File: config.mk
export PLATFORM = sky130hd
export DESIGN_NAME = wb_regfile_flat
export DESIGN_NICKNAME = d
export VERILOG_FILES = /design/src/rtl/wb_regfile_if.sv /design/src/rtl/wb_regfile.sv /design/src/flat_wrapper.sv
export SDC_FILE = /design/constraint.sdc
export NUM_CORES = 2
export LEC_CHECK = 0
export CAP_MARGIN = 20
export CORE_MARGIN = 8
export CORE_UTILIZATION = 55
export CTS_BUF_LIST = sky130_fd_sc_hd__clkbuf_4 sky130_fd_sc_hd__clkbuf_8 sky130_fd_sc_hd__clkbuf_16
export DETAILED_ROUTE_END_ITERATION = 10
export GPL_TIMING_DRIVEN = 0
export PLACE_DENSITY = 0.74
export SLEW_MARGIN = 15
export SYNTH_ARGS = -nofsm -noshare
export SYNTH_HDL_FRONTEND = slang
export SYNTH_SLANG_ARGS = --single-unit
File: constraint.sdc
create_clock -name clk -period 2.7 [get_ports clk]
set_input_delay 0.405 -clock clk [delete_from_list [all_inputs] [get_ports clk]]
set_output_delay 0.405 -clock clk [all_outputs]
set_load 0.05 [all_outputs]
File: src/rtl/wb_regfile_if.sv
// wb_regfile_if: MEM/WB write-back and ID read-port signal bundle.
//   slave  modport: seen by wb_regfile (MEM/WB controls and read addresses in;
//                   read data and committed-write outputs out)
//   master modport: seen by the pipeline/driver side (the opposite directions)
// Signals:
//   alu_in, mem_rdata_in, pc_in    candidate write-back values
//   waddr_in, jal_in, memtoReg_in, wen_in   write-back controls
//   raddr1/raddr2 -> rdata1/rdata2  combinational ID read ports
//   wb_wen, wb_waddr, wb_data       committed write this cycle (for forwarding)
//   wb_count                        number of committed register writes
interface wb_regfile_if #(
  parameter int DSIZE = 32,
  parameter int ASIZE = 5,
  parameter int ISIZE = 32
);
  logic [DSIZE-1:0] alu_in;
  logic [DSIZE-1:0] mem_rdata_in;
  logic [ISIZE-1:0] pc_in;
  logic [ASIZE-1:0] waddr_in;
  logic             jal_in;
  logic             memtoReg_in;
  logic             wen_in;
  logic [ASIZE-1:0] raddr1;
  logic [ASIZE-1:0] raddr2;
  logic [DSIZE-1:0] rdata1;
  logic [DSIZE-1:0] rdata2;
  logic             wb_wen;
  logic [ASIZE-1:0] wb_waddr;
  logic [DSIZE-1:0] wb_data;
  logic [31:0]      wb_count;

  modport slave (
    input  alu_in, mem_rdata_in, pc_in, waddr_in, jal_in, memtoReg_in, wen_in,
    input  raddr1, raddr2,
    output rdata1, rdata2, wb_wen, wb_waddr, wb_data, wb_count
  );

  modport master (
    output alu_in, mem_rdata_in, pc_in, waddr_in, jal_in, memtoReg_in, wen_in,
    output raddr1, raddr2,
    input  rdata1, rdata2, wb_wen, wb_waddr, wb_data, wb_count
  );
endinterface

File: src/rtl/wb_regfile.sv
// wb_regfile: write-back stage plus 2^ASIZE-entry architectural register file.
//   Selects the write-back value (jal link > load data > ALU result), commits
//   it on the rising clock edge, serves two combinational read ports and
//   counts committed writes (32-bit, wrapping).
// Ports:
//   clk  rising-edge clock
//   rst  synchronous active-high reset (clears registers and write count,
//        discards the write presented in the same cycle)
//   bus  wb_regfile_if.slave (MEM/WB inputs, read ports, wb_* outputs)
// Build option:
//   WB_BYPASS_EN  when defined, a read of the register being written this
//                 cycle returns the value being written (r0 never bypassed).
//                 Undefined: reads always return stored state.

// One combinational read port; bypass is active only while byp_vld is high.
module wb_regfile_rport #(
  parameter int DSIZE = 32,
  parameter int ASIZE = 5
) (
  input  logic [ASIZE-1:0]                 raddr,
  input  logic [2**ASIZE-1:0][DSIZE-1:0]   regs,
  input  logic                             byp_vld,
  input  logic [ASIZE-1:0]                 byp_addr,
  input  logic [DSIZE-1:0]                 byp_data,
  output logic [DSIZE-1:0]                 rdata
);
  always_comb begin
    rdata = '0;
    if (raddr != '0) begin
      if (byp_vld && (raddr == byp_addr)) rdata = byp_data;
      else                                rdata = regs[raddr];
    end
  end
endmodule

module wb_regfile #(
  parameter int DSIZE = 32,
  parameter int ASIZE = 5,
  parameter int ISIZE = 32
) (
  input  logic        clk,
  input  logic        rst,
  wb_regfile_if.slave bus
);
  localparam int NREG  = 2**ASIZE;
  localparam int NPORT = 2;

  logic [NREG-1:0][DSIZE-1:0] regs_q;
  logic [31:0]                cnt_q;
  logic [DSIZE-1:0]           pc_ext;
  logic [DSIZE-1:0]           wdata;
  logic                       wen_eff;
  logic                       byp_vld;

  // Link address is resized to the data width (zero-extend or truncate).
  if (ISIZE >= DSIZE) begin : g_pc_trunc
    assign pc_ext = bus.pc_in[DSIZE-1:0];
  end else begin : g_pc_zext
    assign pc_ext = {{(DSIZE-ISIZE){1'b0}}, bus.pc_in};
  end

  always_comb begin
    wdata = bus.alu_in;
    if (bus.jal_in)           wdata = pc_ext;
    else if (bus.memtoReg_in) wdata = bus.mem_rdata_in;
  end

  // r0 writes and writes during reset are dropped here, so they neither
  // reach the array nor count.
  assign wen_eff = bus.wen_in & ~rst & (bus.waddr_in != '0);

  assign bus.wb_wen   = wen_eff;
  assign bus.wb_waddr = bus.waddr_in;
  assign bus.wb_data  = wdata;
  assign bus.wb_count = cnt_q;

  always_ff @(posedge clk) begin
    if (rst) begin
      regs_q <= '0;
      cnt_q  <= '0;
    end else if (wen_eff) begin
      regs_q[bus.waddr_in] <= wdata;
      cnt_q                <= cnt_q + 32'd1;
    end
  end

`ifdef WB_BYPASS_EN
  assign byp_vld = wen_eff;
`else
  assign byp_vld = 1'b0;
`endif

  logic [NPORT-1:0][ASIZE-1:0] raddr_v;
  logic [NPORT-1:0][DSIZE-1:0] rdata_v;

  assign raddr_v    = {bus.raddr2, bus.raddr1};
  assign bus.rdata1 = rdata_v[0];
  assign bus.rdata2 = rdata_v[1];

  for (genvar p = 0; p < NPORT; p++) begin : g_rport
    wb_regfile_rport #(.DSIZE(DSIZE), .ASIZE(ASIZE)) u_rport (
      .raddr    (raddr_v[p]),
      .regs     (regs_q),
      .byp_vld  (byp_vld),
      .byp_addr (bus.waddr_in),
      .byp_data (wdata),
      .rdata    (rdata_v[p])
    );
  end
endmodule

File: src/flat_wrapper.sv
// flat-port wrapper written by rule: the top's interface ports become plain ports
module wb_regfile_flat 
#(
  parameter int DSIZE = 32,
  parameter int ASIZE = 5,
  parameter int ISIZE = 32
)
  (clk, rst, bus_alu_in, bus_mem_rdata_in, bus_pc_in, bus_waddr_in, bus_jal_in, bus_memtoReg_in, bus_wen_in, bus_raddr1, bus_raddr2, bus_rdata1, bus_rdata2, bus_wb_wen, bus_wb_waddr, bus_wb_data, bus_wb_count);
  wb_regfile_if #(.DSIZE(DSIZE), .ASIZE(ASIZE), .ISIZE(ISIZE)) bus_i ();
  input  logic clk;
  input  logic rst;
  input wire logic [$bits(bus_i.alu_in)-1:0] bus_alu_in;
  input wire logic [$bits(bus_i.mem_rdata_in)-1:0] bus_mem_rdata_in;
  input wire logic [$bits(bus_i.pc_in)-1:0] bus_pc_in;
  input wire logic [$bits(bus_i.waddr_in)-1:0] bus_waddr_in;
  input wire logic [$bits(bus_i.jal_in)-1:0] bus_jal_in;
  input wire logic [$bits(bus_i.memtoReg_in)-1:0] bus_memtoReg_in;
  input wire logic [$bits(bus_i.wen_in)-1:0] bus_wen_in;
  input wire logic [$bits(bus_i.raddr1)-1:0] bus_raddr1;
  input wire logic [$bits(bus_i.raddr2)-1:0] bus_raddr2;
  output wire logic [$bits(bus_i.rdata1)-1:0] bus_rdata1;
  output wire logic [$bits(bus_i.rdata2)-1:0] bus_rdata2;
  output wire logic [$bits(bus_i.wb_wen)-1:0] bus_wb_wen;
  output wire logic [$bits(bus_i.wb_waddr)-1:0] bus_wb_waddr;
  output wire logic [$bits(bus_i.wb_data)-1:0] bus_wb_data;
  output wire logic [$bits(bus_i.wb_count)-1:0] bus_wb_count;
  assign bus_i.alu_in = bus_alu_in;
  assign bus_i.mem_rdata_in = bus_mem_rdata_in;
  assign bus_i.pc_in = bus_pc_in;
  assign bus_i.waddr_in = bus_waddr_in;
  assign bus_i.jal_in = bus_jal_in;
  assign bus_i.memtoReg_in = bus_memtoReg_in;
  assign bus_i.wen_in = bus_wen_in;
  assign bus_i.raddr1 = bus_raddr1;
  assign bus_i.raddr2 = bus_raddr2;
  assign bus_rdata1 = bus_i.rdata1;
  assign bus_rdata2 = bus_i.rdata2;
  assign bus_wb_wen = bus_i.wb_wen;
  assign bus_wb_waddr = bus_i.wb_waddr;
  assign bus_wb_data = bus_i.wb_data;
  assign bus_wb_count = bus_i.wb_count;
  wb_regfile #(.DSIZE(DSIZE), .ASIZE(ASIZE), .ISIZE(ISIZE)) u_core (.clk(clk), .rst(rst), .bus(bus_i));
endmodule
Word-level counts from Yosys, hierarchy flattened. Index checks and enable logic that the tools add are counted.

Bitwise logic cells: 3. Reductions and logical operators: 4. Multiplexer cells: 11. Order comparisons: 4. Add/subtract/negate cells: 1.

Operators with widths (number): $bwmux 1024 (1); $bmux 32 s5 (2); $mux 32 (7); $demux 32 s5 (1); $add 32x1->32 const B (1); $lt 5x6->1 const B (3); $reduce_bool 5->1 (3); $ge 5x1->1 const B (1); $and 1x1->1 (2); $logic_and 1x1->1 (1); $not 1->1 (1).

Flip-flop bits (word level): 1056.

Longest topological paths before layout.
Word-level depth: 5. Mapped depth: 7. Mapped depth without buffers: 5.

Hierarchy. Synthesis repeated with hierarchy kept, for this count alone.

Cells, all modules: 6527. Area, all modules: 55533.3 um^2.

By module, submodules not included: wb_regfile (cells an instance 4823, area each 37353.3 um^2, times used 1); wb_regfile_rport (cells an instance 852, area each 9090.0 um^2, times used 2).

Worst setup path after synthesis. No wires, ideal clock.

Kind: input-to-output. Start point: input port bus_raddr1[1]. End point: output port bus_rdata1[12]. Stages: 7. Required time: 2.295 ns. Setup slack: -0.543 ns. Data arrival time: 2.838 ns. Path through: buf_2 buf_4 nor2b_1 clkbuf_1 a221oi_1 o21ai_0 a311oi_1.

Cells in the longest elaborated chain, start to end: 3. Elaborated cells on any way between the ends: 4. Those cells by class: 3 x mux; 1 x reduce/logical.

Ends and longest elaborated chain: start: declaration (RTL line flat_wrapper.sv:19) `input wire logic [$bits(bus_i.raddr1)-1:0] bus_raddr1;`; $bmux 32 s5 (RTL line wb_regfile.sv:31) `else rdata = regs[raddr];`; $mux 32 (not written as such) (RTL line wb_regfile.sv:31); $mux 32 (*) (RTL line wb_regfile.sv:29) `if (raddr != '0) begin`; end: declaration (RTL line flat_wrapper.sv:21) `output wire logic [$bits(bus_i.rdata1)-1:0] bus_rdata1;`.

Mark *: on every way between the ends. The rest lies on a longest branch, timed or not. The select of a mux whose other input is x is not followed.

Worst setup path after layout.
Start point: input port bus_raddr2[3]. End point: output port bus_rdata2[16].

Cells in the longest elaborated chain, start to end: 3. Elaborated cells on any way between the ends: 4. Those cells by class: 3 x mux; 1 x reduce/logical.

Ends and longest elaborated chain: start: declaration (RTL line flat_wrapper.sv:20) `input wire logic [$bits(bus_i.raddr2)-1:0] bus_raddr2;`; $bmux 32 s5 (RTL line wb_regfile.sv:31); $mux 32 (not written as such) (RTL line wb_regfile.sv:31); $mux 32 (*) (RTL line wb_regfile.sv:29); end: declaration (RTL line flat_wrapper.sv:22) `output wire logic [$bits(bus_i.rdata2)-1:0] bus_rdata2;`.

Marked as above.

==> impl_metrics.prom <==
# TYPE chip_impl_metric gauge
chip_impl_metric{name="worst_pin_slew",unit="ns"} 1.14
chip_impl_metric{name="clock_sink_count",unit=""} 1056
chip_impl_metric{name="height_of_the_die",unit="um"} 329
chip_impl_metric{name="numCtsBuffers",unit=""} 111
chip_impl_metric{name="clk_pin_slew",unit="ns"} 0.06
chip_impl_metric{name="worst_case_setup_slack_after_placement",unit="ns"} -2.31
chip_impl_metric{name="finalHoldViolCount",unit=""} 0
chip_impl_metric{name="netlist_instances",unit=""} 6186
chip_impl_info{name="final_common_cell",value="nand2_1"} 1
chip_impl_metric{name="ctsHtreeMaxLevel",unit=""} 3
chip_impl_metric{name="synth_cell_types",unit=""} 58
chip_impl_metric{name="detail_route.wl_per_cell",unit="um"} 31.2
chip_impl_info{name="synth_top_flop_cell",value="dfxtp_1"} 1
chip_impl_metric{name="final_core_utilization",unit="%"} 69.9
chip_impl_metric{name="worst_clock_skew",unit="ns"} 0.0223
chip_impl_metric{name="edff_count_synth",unit=""} 0
chip_impl_metric{name="grt_util_met1",unit="%"} 51.8
chip_impl_metric{name="post_syn_area",unit="um^2"} 53800
chip_impl_metric{name="global_route_track_usage_on_met3",unit="%"} 19.3
chip_impl_metric{name="clock_tree.buffer_depth",unit=""} 3
chip_impl_metric{name="place.port_buffers",unit=""} 236
chip_impl_info{name="busiest_layer",value="met2"} 1
chip_impl_metric{name="mappedNetlistNets",unit=""} 6303
chip_impl_info{name="crit_path_end_kind",value="primary output"} 1
chip_impl_metric{name="design_power_total",unit="mW"} 38.1
chip_impl_metric{name="ys_seq_elements",unit=""} 1056
chip_impl_metric{name="drtPass1Iterations",unit=""} 9
chip_impl_info{name="worst_hold_path_type",value="in -> reg"} 1
chip_impl_metric{name="number_of_max_slew_violations_in_the_final_report",unit=""} 0
chip_impl_metric{name="postLayoutSetupSlackWorst",unit="ns"} -0.246
chip_impl_metric{name="power.density_cell_area",unit="nW/um^2"} 563
chip_impl_metric{name="filler_cell_count",unit=""} 7377
chip_impl_metric{name="clock_latency",unit="ns"} 0.74
chip_impl_metric{name="max-slew-margin-rel",unit="%"} 24.0
chip_impl_metric{name="seq_total_area_yosys",unit="%"} 39.3
chip_impl_metric{name="hold-worst-slack",unit="ns"} 0.304
chip_impl_metric{name="drtAntennaViolNets",unit=""} 0
chip_impl_metric{name="worst_ep_required_time",unit="ns"} 2.30
chip_impl_metric{name="maxCapViolCount",unit=""} 0
chip_impl_metric{name="areaGrowthSynthToFinish",unit="%"} 25.8
chip_impl_info{name="setup_repair_after_global_routing_missed_its_margin",value="yes"} 1
chip_impl_metric{name="fp-row-count",unit=""} 114
chip_impl_metric{name="antenna_found_initial",unit=""} 7
chip_impl_metric{name="grt.overflow.total",unit=""} 0
chip_impl_info{name="status",value="finished with violations"} 1
chip_impl_metric{name="power_leakage",unit="nW"} 21.9
chip_impl_metric{name="routabilityCongestion",unit=""} 1.07
chip_impl_info{name="type_of_the_worst_setup_path",value="in -> out"} 1
chip_impl_metric{name="post_drt_via_cell_ratio",unit=""} 6.85
chip_impl_metric{name="finalWorstPathRequiredPeriod",unit="ns"} 2.95
chip_impl_metric{name="multi_input_comb_area",unit="um^2"} 33900
chip_impl_info{name="failed_checks",value="setup timing"} 1
chip_impl_metric{name="first_global_vias",unit=""} 52100
chip_impl_metric{name="initialDrtViolationCount",unit=""} 8947
chip_impl_metric{name="crit_path_dat",unit="ns"} 2.54
chip_impl_metric{name="cts_hold_repair.buffers",unit=""} 0
chip_impl_metric{name="post_route_cells_drive_above_1_share",unit="%"} 25.3
chip_impl_metric{name="io_pins",unit=""} 250
chip_impl_metric{name="fmax",unit="MHz"} 339
chip_impl_metric{name="totalWireLength",unit="mm"} 248
chip_impl_info{name="layout.cells.most_common_list",value="nand2_1, a21oi_1, dfxtp_1"} 1
chip_impl_metric{name="grt_first_pass_wirelength",unit="mm"} 348
chip_impl_info{name="tritoncts",value="done"} 1
chip_impl_metric{name="core",unit="um^2"} 96900
chip_impl_metric{name="die-area",unit="um^2"} 108000
chip_impl_metric{name="finalSetupViolCount",unit=""} 147
chip_impl_metric{name="path_max_fanout",unit=""} 10
chip_impl_metric{name="combined_flip_flop_and_latch_cell_area",unit="um^2"} 21300
chip_impl_metric{name="syn_area_per_cell",unit="um^2"} 8.70
chip_impl_metric{name="drt_drc_violations_left",unit=""} 0
chip_impl_metric{name="maximum_ir_drop_on_the_vdd_rail",unit="V"} 0.000535
chip_impl_metric{name="place.detailed.hpwl",unit="mm"} 181
chip_impl_info{name="cp-start-kind",value="input port"} 1
chip_impl_metric{name="timing.final.crit_share",unit="%"} 109
chip_impl_metric{name="vias",unit=""} 54500
chip_impl_metric{name="synth_warnings",unit=""} 0
chip_impl_metric{name="design.final.nets",unit=""} 6693
chip_impl_metric{name="track_usage",unit="%"} 43.8
chip_impl_metric{name="grt_util_met2",unit="%"} 63.3
chip_impl_metric{name="initial_core_util",unit="%"} 55.6
chip_impl_metric{name="grt_start_max_net_pins",unit=""} 15
chip_impl_metric{name="ys_async_sr_fraction",unit="%"} 0
chip_impl_metric{name="die-width",unit="um"} 329
chip_impl_info{name="cts-root-buf",value="clkbuf_16"} 1
-- final cells by class --
cell class	instances	share of cell area (%)
tap	1276	2.36
inverter	11	0.0610
multi-input combinational	4478	50.1
timing repair buffer	282	4.36
antenna	8	0.0296
buffer	636	5.73
sequential	1056	31.5
clock inverter	46	0.863
clock buffer	164	5.05
-- metal layers --
metal,vias up,wire length (um)
li1,22400,-
met1,26000,81700
met2,4815,102000
met3,1251,41800
met4,4,21900
met5,-,23
-- what timing repair did --
item                                    4_1_cts  5_1_grt
endpoints found under the setup margin      963      612
resized for setup                          1600      206
pin swaps                                   124       64
buffers inserted                             31        5
-- cells in the mapped netlist (3+ instances only) --
master     number  area share [%]
o2111ai_1      50            0.81
buf_2         124             1.2
o31ai_1         5           0.070
nor4_1          5           0.058
a21oi_1      1005             9.3
mux2i_1       163             3.0
or3b_2          3           0.049
o21ai_1        41            0.38
nor3_1          3           0.028
dfxtp_1      1056              39
a211oi_1       64            0.89
nand2b_1        3           0.035
a22oi_1        64            0.89
inv_1          10           0.070
and2_1          4           0.046
or3_1          11            0.13
o21ai_0        80            0.74
mux4_2        448              19
nor2_4          6            0.13
mux2_2         68             1.4
or2_2           5           0.058
buf_4          18            0.25
clkbuf_1      482             3.4
nand4_1         5           0.058
nor2b_1       102             1.2
and3b_1         3           0.049
nand3b_1        4           0.056
o311ai_1        4           0.065
a311oi_1       64             1.0
nor2_1         43            0.30
buf_1          16            0.11
o41ai_1         7            0.11
a221oi_1       18            0.29
nor3b_1         3           0.042
nand2_1      2155              15
nand3_1         5           0.046
xnor2_1         4           0.065
or4_1           9            0.13
-- power by group --
group,switching [mW],internal [mW]
sequential,0.0516,15.6
clock,6.98,10.0
combinational,3.81,1.65
-- kinds of logic (layout without fill, tap and decap cells) --
logic type	after synthesis	after routing	share of synthesized area, %
simple gates	2384	2384	17.7
compound gates	1408	1408	14.8
flops	1056	1056	39.3
mux	679	679	23.2
buf+inv	652	1139	4.96
xor+xnor	6	6	0.0976
fa+ha+maj	1	1	0.0232
other cells	0	8	0
-- stage by stage --
stage | setup TNS (ns) | std cells | cell area [um^2]
final | -11.85 | 7957 | 67700
after floorplan | -0.0301 | 6186 | 54800
after global placement | -1623.17 | 7698 | 58800
after global routing | -5.28 | 7949 | 67700
after detailed placement | -1194.98 | 7708 | 58900
after CTS | -2.95 | 7944 | 67100
-- sequential cells by signal, summed over array words and instances (netlist names) --
signal and cells:
u_core.regs_q 1024, u_core.bus.wb_count 32
-- critical path, stage by stage --
cell	delay, ns
clkdlybuf4s15_2	0.32
clkbuf_8	0.28
nor2b_1	0.15
clkbuf_4	0.33
a22oi_2	0.24
a311oi_4	0.55
buf_6	0.23
-- path summary, 6_finish.rpt --
path,start,end,slack [ns],cells past startpoint
hold / removal,bus_wen_in,u_core.bus.wb_count[1],0.30,5
setup reg to reg,u_core.bus.wb_count[8],u_core.bus.wb_count[23],0.65,6
setup / recovery,bus_raddr2[3],bus_rdata2[16],-0.25,7
hold reg to reg,u_core.regs_q[204],u_core.regs_q[204],0.46,2
(Power assumes the default switching activity.)
